File: src/rtl/i2c_pkg.sv
// Shared I2C definitions: FSM state encoding, R/W bit values and the page-wrap pointer step.
package i2c_pkg;

  localparam int unsigned BYTE_W    = 8;
  localparam int unsigned MEM_DEPTH = 256;

  localparam logic I2C_WR = 1'b0;
  localparam logic I2C_RD = 1'b1;

  typedef enum logic [3:0] {
    ST_IDLE      = 4'd0,
    ST_DEV       = 4'd1,
    ST_DEV_ACK   = 4'd2,
    ST_WADDR     = 4'd3,
    ST_WADDR_ACK = 4'd4,
    ST_WR        = 4'd5,
    ST_WR_ACK    = 4'd6,
    ST_RD        = 4'd7,
    ST_RD_ACK    = 4'd8
  } i2c_state_e;

  // Advance the in-page offset only; the page number is held.
  function automatic logic [BYTE_W-1:0] page_inc(input logic [BYTE_W-1:0] ptr,
                                                 input int unsigned page_size);
    logic [BYTE_W-1:0] mask;
    mask = BYTE_W'(page_size - 1);
    return (ptr & ~mask) | ((ptr + BYTE_W'(1)) & mask);
  endfunction

endpackage

File: src/rtl/i2c_line_sync.sv
// Two-flop synchronisers for SCL/SDA plus START, STOP and SCL edge detection.
module i2c_line_sync (
  input  logic clk,
  input  logic rst,
  input  logic scl_i,
  input  logic sda_i,
  output logic sda_c,
  output logic start_c,
  output logic stop_c,
  output logic rise_c,
  output logic fall_c
);

  logic [1:0] scl_sync_q;
  logic [1:0] sda_sync_q;
  logic       scl_prev_q;
  logic       sda_prev_q;
  logic       scl_c;

  // Idle bus is high, so reset to 1 to avoid a false edge on release.
  always_ff @(posedge clk) begin
    if (rst) begin
      scl_sync_q <= 2'b11;
      sda_sync_q <= 2'b11;
      scl_prev_q <= 1'b1;
      sda_prev_q <= 1'b1;
    end else begin
      scl_sync_q <= {scl_sync_q[0], scl_i};
      sda_sync_q <= {sda_sync_q[0], sda_i};
      scl_prev_q <= scl_sync_q[1];
      sda_prev_q <= sda_sync_q[1];
    end
  end

  assign scl_c   = scl_sync_q[1];
  assign sda_c   = sda_sync_q[1];
  assign start_c = scl_c & scl_prev_q & sda_prev_q & ~sda_c;
  assign stop_c  = scl_c & scl_prev_q & ~sda_prev_q & sda_c;
  assign rise_c  = scl_c & ~scl_prev_q;
  assign fall_c  = ~scl_c & scl_prev_q;

endmodule

File: src/rtl/i2c_target_eeprom.sv
// I2C target emulating a 256-byte EEPROM with page write, random and sequential read,
// plus a backdoor read port for checking memory contents.
module i2c_target_eeprom
  import i2c_pkg::*;
#(
  parameter logic [6:0]  DEV_ADDR  = 7'h50,
  parameter int unsigned PAGE_SIZE = 4
) (
  input  logic              clk,
  input  logic              rst,
  input  logic              scl_i,
  input  logic              sda_i,
  output logic              sda_oe,
  output logic              busy,
  output logic              wr_pulse,
  output logic [BYTE_W-1:0] wr_addr,
  output logic [BYTE_W-1:0] wr_data,
  input  logic [BYTE_W-1:0] bd_addr,
  output logic [BYTE_W-1:0] bd_data
);

  logic sda_c, start_c, stop_c, rise_c, fall_c;

  i2c_line_sync u_line_sync (
    .clk     (clk),
    .rst     (rst),
    .scl_i   (scl_i),
    .sda_i   (sda_i),
    .sda_c   (sda_c),
    .start_c (start_c),
    .stop_c  (stop_c),
    .rise_c  (rise_c),
    .fall_c  (fall_c)
  );

  logic [BYTE_W-1:0] mem [0:MEM_DEPTH-1];

  i2c_state_e        state_q, state_d;
  logic [2:0]        bit_cnt_q, bit_cnt_d;
  logic [BYTE_W-1:0] shift_q, shift_d;
  logic [BYTE_W-1:0] ptr_q, ptr_d;
  logic              rw_q, rw_d;
  logic              ack_ph_q, ack_ph_d;
  logic              sda_oe_q, sda_oe_d;
  logic              busy_q, busy_d;
  logic              wr_pulse_q, wr_pulse_d;
  logic [BYTE_W-1:0] wr_addr_q, wr_addr_d;
  logic [BYTE_W-1:0] wr_data_q, wr_data_d;

  logic [BYTE_W-1:0] byte_in;
  logic [BYTE_W-1:0] rd_byte;

  assign byte_in = {shift_q[BYTE_W-2:0], sda_c};
  assign rd_byte = mem[ptr_q];

  // Line events pre-empt any bit sampling in the same cycle.
  always_comb begin
    state_d    = state_q;
    bit_cnt_d  = bit_cnt_q;
    shift_d    = shift_q;
    ptr_d      = ptr_q;
    rw_d       = rw_q;
    ack_ph_d   = ack_ph_q;
    sda_oe_d   = sda_oe_q;
    busy_d     = busy_q;
    wr_pulse_d = 1'b0;
    wr_addr_d  = wr_addr_q;
    wr_data_d  = wr_data_q;

    if (start_c) begin
      state_d   = ST_DEV;
      bit_cnt_d = 3'd7;
      ack_ph_d  = 1'b0;
      sda_oe_d  = 1'b0;
    end else if (stop_c) begin
      state_d  = ST_IDLE;
      ack_ph_d = 1'b0;
      sda_oe_d = 1'b0;
      busy_d   = 1'b0;
    end else begin
      case (state_q)
        ST_DEV: begin
          if (rise_c) begin
            shift_d   = byte_in;
            bit_cnt_d = bit_cnt_q - 3'd1;
            if (bit_cnt_q == 3'd0) begin
              if (byte_in[BYTE_W-1:1] == DEV_ADDR) begin
                state_d  = ST_DEV_ACK;
                rw_d     = byte_in[0];
                busy_d   = 1'b1;
                ack_ph_d = 1'b0;
              end else begin
                state_d = ST_IDLE;
                busy_d  = 1'b0;
              end
            end
          end
        end
        ST_WADDR: begin
          if (rise_c) begin
            shift_d   = byte_in;
            bit_cnt_d = bit_cnt_q - 3'd1;
            if (bit_cnt_q == 3'd0) begin
              ptr_d    = byte_in;
              state_d  = ST_WADDR_ACK;
              ack_ph_d = 1'b0;
            end
          end
        end
        ST_WR: begin
          if (rise_c) begin
            shift_d   = byte_in;
            bit_cnt_d = bit_cnt_q - 3'd1;
            if (bit_cnt_q == 3'd0) begin
              wr_pulse_d = 1'b1;
              wr_addr_d  = ptr_q;
              wr_data_d  = byte_in;
              ptr_d      = page_inc(ptr_q, PAGE_SIZE);
              state_d    = ST_WR_ACK;
              ack_ph_d   = 1'b0;
            end
          end
        end
        ST_DEV_ACK, ST_WADDR_ACK, ST_WR_ACK: begin
          // First falling edge starts the ACK, second one ends it.
          if (fall_c) begin
            if (!ack_ph_q) begin
              sda_oe_d = 1'b1;
              ack_ph_d = 1'b1;
            end else begin
              ack_ph_d  = 1'b0;
              bit_cnt_d = 3'd7;
              sda_oe_d  = 1'b0;
              if (state_q == ST_DEV_ACK && rw_q == I2C_RD) begin
                state_d  = ST_RD;
                shift_d  = rd_byte;
                sda_oe_d = ~rd_byte[BYTE_W-1];
              end else if (state_q == ST_DEV_ACK) begin
                state_d = ST_WADDR;
              end else begin
                state_d = ST_WR;
              end
            end
          end
        end
        ST_RD: begin
          if (rise_c) begin
            bit_cnt_d = bit_cnt_q - 3'd1;
            if (bit_cnt_q == 3'd0) begin
              state_d  = ST_RD_ACK;
              ptr_d    = ptr_q + BYTE_W'(1);
              ack_ph_d = 1'b0;
            end
          end else if (fall_c) begin
            shift_d  = {shift_q[BYTE_W-2:0], 1'b0};
            sda_oe_d = ~shift_q[BYTE_W-2];
          end
        end
        ST_RD_ACK: begin
          if (rise_c) begin
            if (sda_c) begin
              state_d = ST_IDLE;
              busy_d  = 1'b0;
            end else begin
              ack_ph_d = 1'b1;
            end
          end else if (fall_c) begin
            if (!ack_ph_q) begin
              sda_oe_d = 1'b0;
            end else begin
              state_d   = ST_RD;
              ack_ph_d  = 1'b0;
              bit_cnt_d = 3'd7;
              shift_d   = rd_byte;
              sda_oe_d  = ~rd_byte[BYTE_W-1];
            end
          end
        end
        default: ;
      endcase
    end
  end

  always_ff @(posedge clk) begin
    if (rst) begin
      state_q    <= ST_IDLE;
      bit_cnt_q  <= 3'd7;
      shift_q    <= '0;
      ptr_q      <= '0;
      rw_q       <= I2C_WR;
      ack_ph_q   <= 1'b0;
      sda_oe_q   <= 1'b0;
      busy_q     <= 1'b0;
      wr_pulse_q <= 1'b0;
      wr_addr_q  <= '0;
      wr_data_q  <= '0;
    end else begin
      state_q    <= state_d;
      bit_cnt_q  <= bit_cnt_d;
      shift_q    <= shift_d;
      ptr_q      <= ptr_d;
      rw_q       <= rw_d;
      ack_ph_q   <= ack_ph_d;
      sda_oe_q   <= sda_oe_d;
      busy_q     <= busy_d;
      wr_pulse_q <= wr_pulse_d;
      wr_addr_q  <= wr_addr_d;
      wr_data_q  <= wr_data_d;
    end
  end

  // Array update trails the strobe so a same-cycle backdoor read sees the old byte.
  always_ff @(posedge clk) begin
    if (rst) begin
      for (int unsigned i = 0; i < MEM_DEPTH; i++) mem[BYTE_W'(i)] <= '0;
    end else if (wr_pulse_q) begin
      mem[wr_addr_q] <= wr_data_q;
    end
  end

  assign sda_oe   = sda_oe_q;
  assign busy     = busy_q;
  assign wr_pulse = wr_pulse_q;
  assign wr_addr  = wr_addr_q;
  assign wr_data  = wr_data_q;
  assign bd_data  = mem[bd_addr];

endmodule

File: config.mk
export PLATFORM = sky130hd
export DESIGN_NAME = i2c_target_eeprom
export DESIGN_NICKNAME = d
export VERILOG_FILES = /design/src/rtl/i2c_pkg.sv /design/src/rtl/i2c_line_sync.sv /design/src/rtl/i2c_target_eeprom.sv
export SDC_FILE = /design/constraint.sdc
export NUM_CORES = 2
export LEC_CHECK = 0
export CAP_MARGIN = 10
export CORE_MARGIN = 2
export CORE_UTILIZATION = 64
export CTS_CLUSTER_SIZE = 28
export DETAILED_ROUTE_END_ITERATION = 8
export PLACE_DENSITY = 0.8
export SETUP_SLACK_MARGIN = 0.15
export SLEW_MARGIN = 20
export SYNTH_ARGS = -nofsm -noshare
export SYNTH_HDL_FRONTEND = slang
export SYNTH_SLANG_ARGS = --single-unit
File: constraint.sdc
create_clock -name clk -period 3.36 [get_ports clk]
set_input_delay 0.336 -clock clk [delete_from_list [all_inputs] [get_ports clk]]
set_output_delay 0.336 -clock clk [all_outputs]
set_load 0.02 [all_outputs]
==> reports/metrics.yaml <==
outcome:
  status: "finished, violations left"
  violations: "setup timing"
detailed_routing:
  firstDrtPassIters: 8
  dr.first_iter.drc_count: 13900
  wl_per_cell_um: 37.9
  wl_mm: 407
  antenna_left: 0
  via_per_inst: 7.38
  num_vias: 79100
  drc: 0
worst_setup_path:
  worstSetupPathType: "flop to output port"
  end_kind: "output port"
  critPathLaunchType: "flop"
  required_ns: 3.02
  worst-path-max-fanout: 2
  arrival_ns: 3.78
die:
  io_pins: 39
  coreArea_um2: 176000
  die_w_um: 425
  die-area_um2: 181000
  placementRows: 154
  start_util_pct: 64.5
  chipHeight_um: 425
sta:
  final_hold_viol_count: 0
  period_share_pct: 123
  worstMarginPinSlew_ns: 1.06
  finalSetupViolCount: 8
  final_max_slew_viol_count: 0
  finalCriticalPeriod_ns: 4.12
  clock_skew_ns: 0.0298
  slew_headroom_pct: 29.1
  max_freq_mhz: 243
  fin_ws_ns: -0.759
  hold_ws_ns: 0.0259
  rsz0062_at_grt: "true"
placed_design:
  dp_cells: 10300
  gp_congestion: 1.04
  place_hpwl_mm: 287
  port_buffers: 38
clock_tree:
  cts-root-buf: "clkbuf_16"
  cts_tree: "built"
  cts_htree_levels: 4
  path_clk_slew_ns: 0.06
  cts_inserted_buffers: 213
  clock_latency_ns: 0.91
  clock_path_buffers: 3
  clock-sinks: 2105
global_routing:
  grtUsageTotal_pct: 44.9
  grt_pass1_wl_mm: 567
  antenna_found_initial: 20
  grt_max_degree: 160
  grt_remaining_overflow: 0
  grt_pass1_vias: 76100
layout:
  ff_latch_area_um2: 62700
  syn2layout_area_growth_pct: 15.2
  multi_input_area_um2: 48400
  fin_nets: 8213
  drive_gt1_share_pct: 31.1
  fill_cells: 10600
  fin_cells: 10700
  fin_util_pct: 74.3
synth:
  synthFlopType: "edfxtp_1"
  ys_seq_area_share_pct: 55.1
  syn_avg_cell_area_um2: 14.8
  synth-edff-count: 2048
  yosys_warnings: 0
  netlist_area_um2: 114000
  async_reset_ff_share_pct: 0
  ys_ff_latch: 2105
  synth.distinct_cells: 72
  syn-num-nets: 7679
  syn_inst: 7661
power:
  p_leak_nw: 44.5
  power_density_nw_per_um2: 464
  ir_worst_vdd_v: 0.000495
worst_hold_path:
  hold_path_class: "input port to flop"
flow_run:
  drv_cap: 0
-- state kept, by name, summed over array words and instances, names as in the netlist, 2 cells and up, named ones only --
| name | cells |
|---|---|
| ptr_q | 8 |
| shift_q | 7 |
| state_q | 4 |
| wr_data | 8 |
| bit_cnt_q | 3 |
| u_line_sync.scl_sync_q | 2 |
| mem | 2048 |
| wr_addr | 8 |
| u_line_sync.sda_sync_q | 2 |
-- metal layers --
layer	up-vias	track usage [%]	routed length, um	share of wire, %
met2	6994	64.5	177000	44
met1	40000	60.6	137000	34
li1	30800	-	-	-
met3	1323	15.5	64200	16
met5	-	0.238	349	0.086
met4	28	24.7	28600	7.0
-- what timing repair did --
| action | in CTS | in global routing |
|---|---|---|
| hold buffers | 1 | 0 |
| gates resized for setup | 120 | 45 |
| setup buffers | 4 | 43 |
| hold endpoints to repair | 8 | 0 |
| setup endpoints to repair | 15 | 15 |
| cloned | 0 | 8 |
| pin swaps | 27 | 17 |
-- worst max-delay path: stages (launching register included) --
cell      delay (ns)
edfxtp_1        0.47
mux4_2          0.52
mux4_2          0.55
a22oi_2         0.32
buf_4           0.19
a21oi_4         0.07
or4_4           0.59
buf_6           0.16
-- cell type report --
class                      count  share of cell area (%)
inverter                      16                  0.0525
timing repair buffer        1051                    7.41
multi-input combinational   4808                    37.0
tap                         2340                    2.24
sequential                  2105                    47.9
clock inverter               136                    1.15
antenna                        8                  0.0153
clock buffer                 263                    4.31
-- through the flow --
stage                     power [W]  TNS [ns]  worst slack, ns  cell area, um2
after global placement       0.0362     -7.43            -1.04          122000
after CTS                    0.0605     -4.92           -0.690          130000
after global routing         0.0618     -5.16           -0.757          131000
after detailed placement     0.0363     -7.58            -1.03          122000
after floorplan              0.0338         0            0.170          114000
final                        0.0607     -5.15           -0.759          131000
-- cells in the mapped netlist (all sizes together) (12+ instances only) --
| cell | count | share of area [%] |
|---|---|---|
| dfxtp | 57 | 1.0 |
| nand2b | 17 | 0.094 |
| nand2 | 139 | 0.46 |
| inv | 16 | 0.053 |
| clkbuf | 520 | 1.7 |
| mux2 | 17 | 0.17 |
| a22o | 19 | 0.15 |
| o21ai | 289 | 1.3 |
| and2 | 1899 | 10 |
| a31oi | 14 | 0.077 |
| a211oi | 13 | 0.086 |
| nand4 | 22 | 0.12 |
| buf | 212 | 1.1 |
| a22oi | 123 | 0.81 |
| mux2i | 203 | 1.8 |
| edfxtp | 2048 | 54 |
| o22ai | 38 | 0.21 |
| nor3 | 39 | 0.17 |
| o221ai | 33 | 0.25 |
| a21oi | 93 | 0.41 |
| a221oi | 16 | 0.12 |
| nor2b | 34 | 0.19 |
| mux4 | 1099 | 22 |
| or2 | 12 | 0.066 |
| nor2 | 301 | 0.99 |
| nand3 | 58 | 0.26 |
| and3 | 189 | 1.0 |
-- kinds of logic after synthesis --
| family | count (synthesis) | share of synthesized area (%) |
|---|---|---|
| simple gates | 2758 | 14.2 |
| mux | 1319 | 23.7 |
| fa+ha+maj | 6 | 0.0660 |
| compound gates | 723 | 4.02 |
| xor+xnor | 2 | 0.0154 |
| buf+inv | 748 | 2.88 |
| flops | 2105 | 55.1 |
-- power breakdown --
part	total, W	switching (W)	internal (W)
Sequential	0.0311	0.00103	0.0300
Combinational	0.00507	0.00251	0.00256
Clock	0.0246	0.0107	0.0139
-- final timing paths --
path / startpoint / end / slack [ns] / cells past startpoint
setup / recovery: mem[222][4] / bd_data[4] / -0.76 / 7
hold / removal: scl_i / u_line_sync.scl_sync_q[0] / 0.03 / 2
setup reg to reg: flop / shift_q[1] / 0.08 / 11
hold reg to reg: u_line_sync.sda_sync_q[0] / u_line_sync.sda_sync_q[1] / 0.42 / 1
-- cells in the final DEF, fill, tap and decap left out, types with 22 or more instances in the layout --
cell type,instances
nand2_1,136
clkinv_1,39
clkbuf_1,41
o21ai_0,289
clkdlybuf4s50_1,25
dfxtp_1,43
mux4_2,1099
nand3_1,48
nor2_1,299
clkinv_2,34
bufinv_16,25
o221ai_1,32
o22ai_1,38
edfxtp_1,2048
nor3_1,34
a22oi_1,90
a21oi_1,65
buf_12,103
a22oi_2,33
and2_1,1897
mux2i_1,201
clkbuf_16,224
nor2b_1,28
and3_1,189
buf_4,878
nand4_1,22
Note: power is estimated with default switching activity, not from simulation.
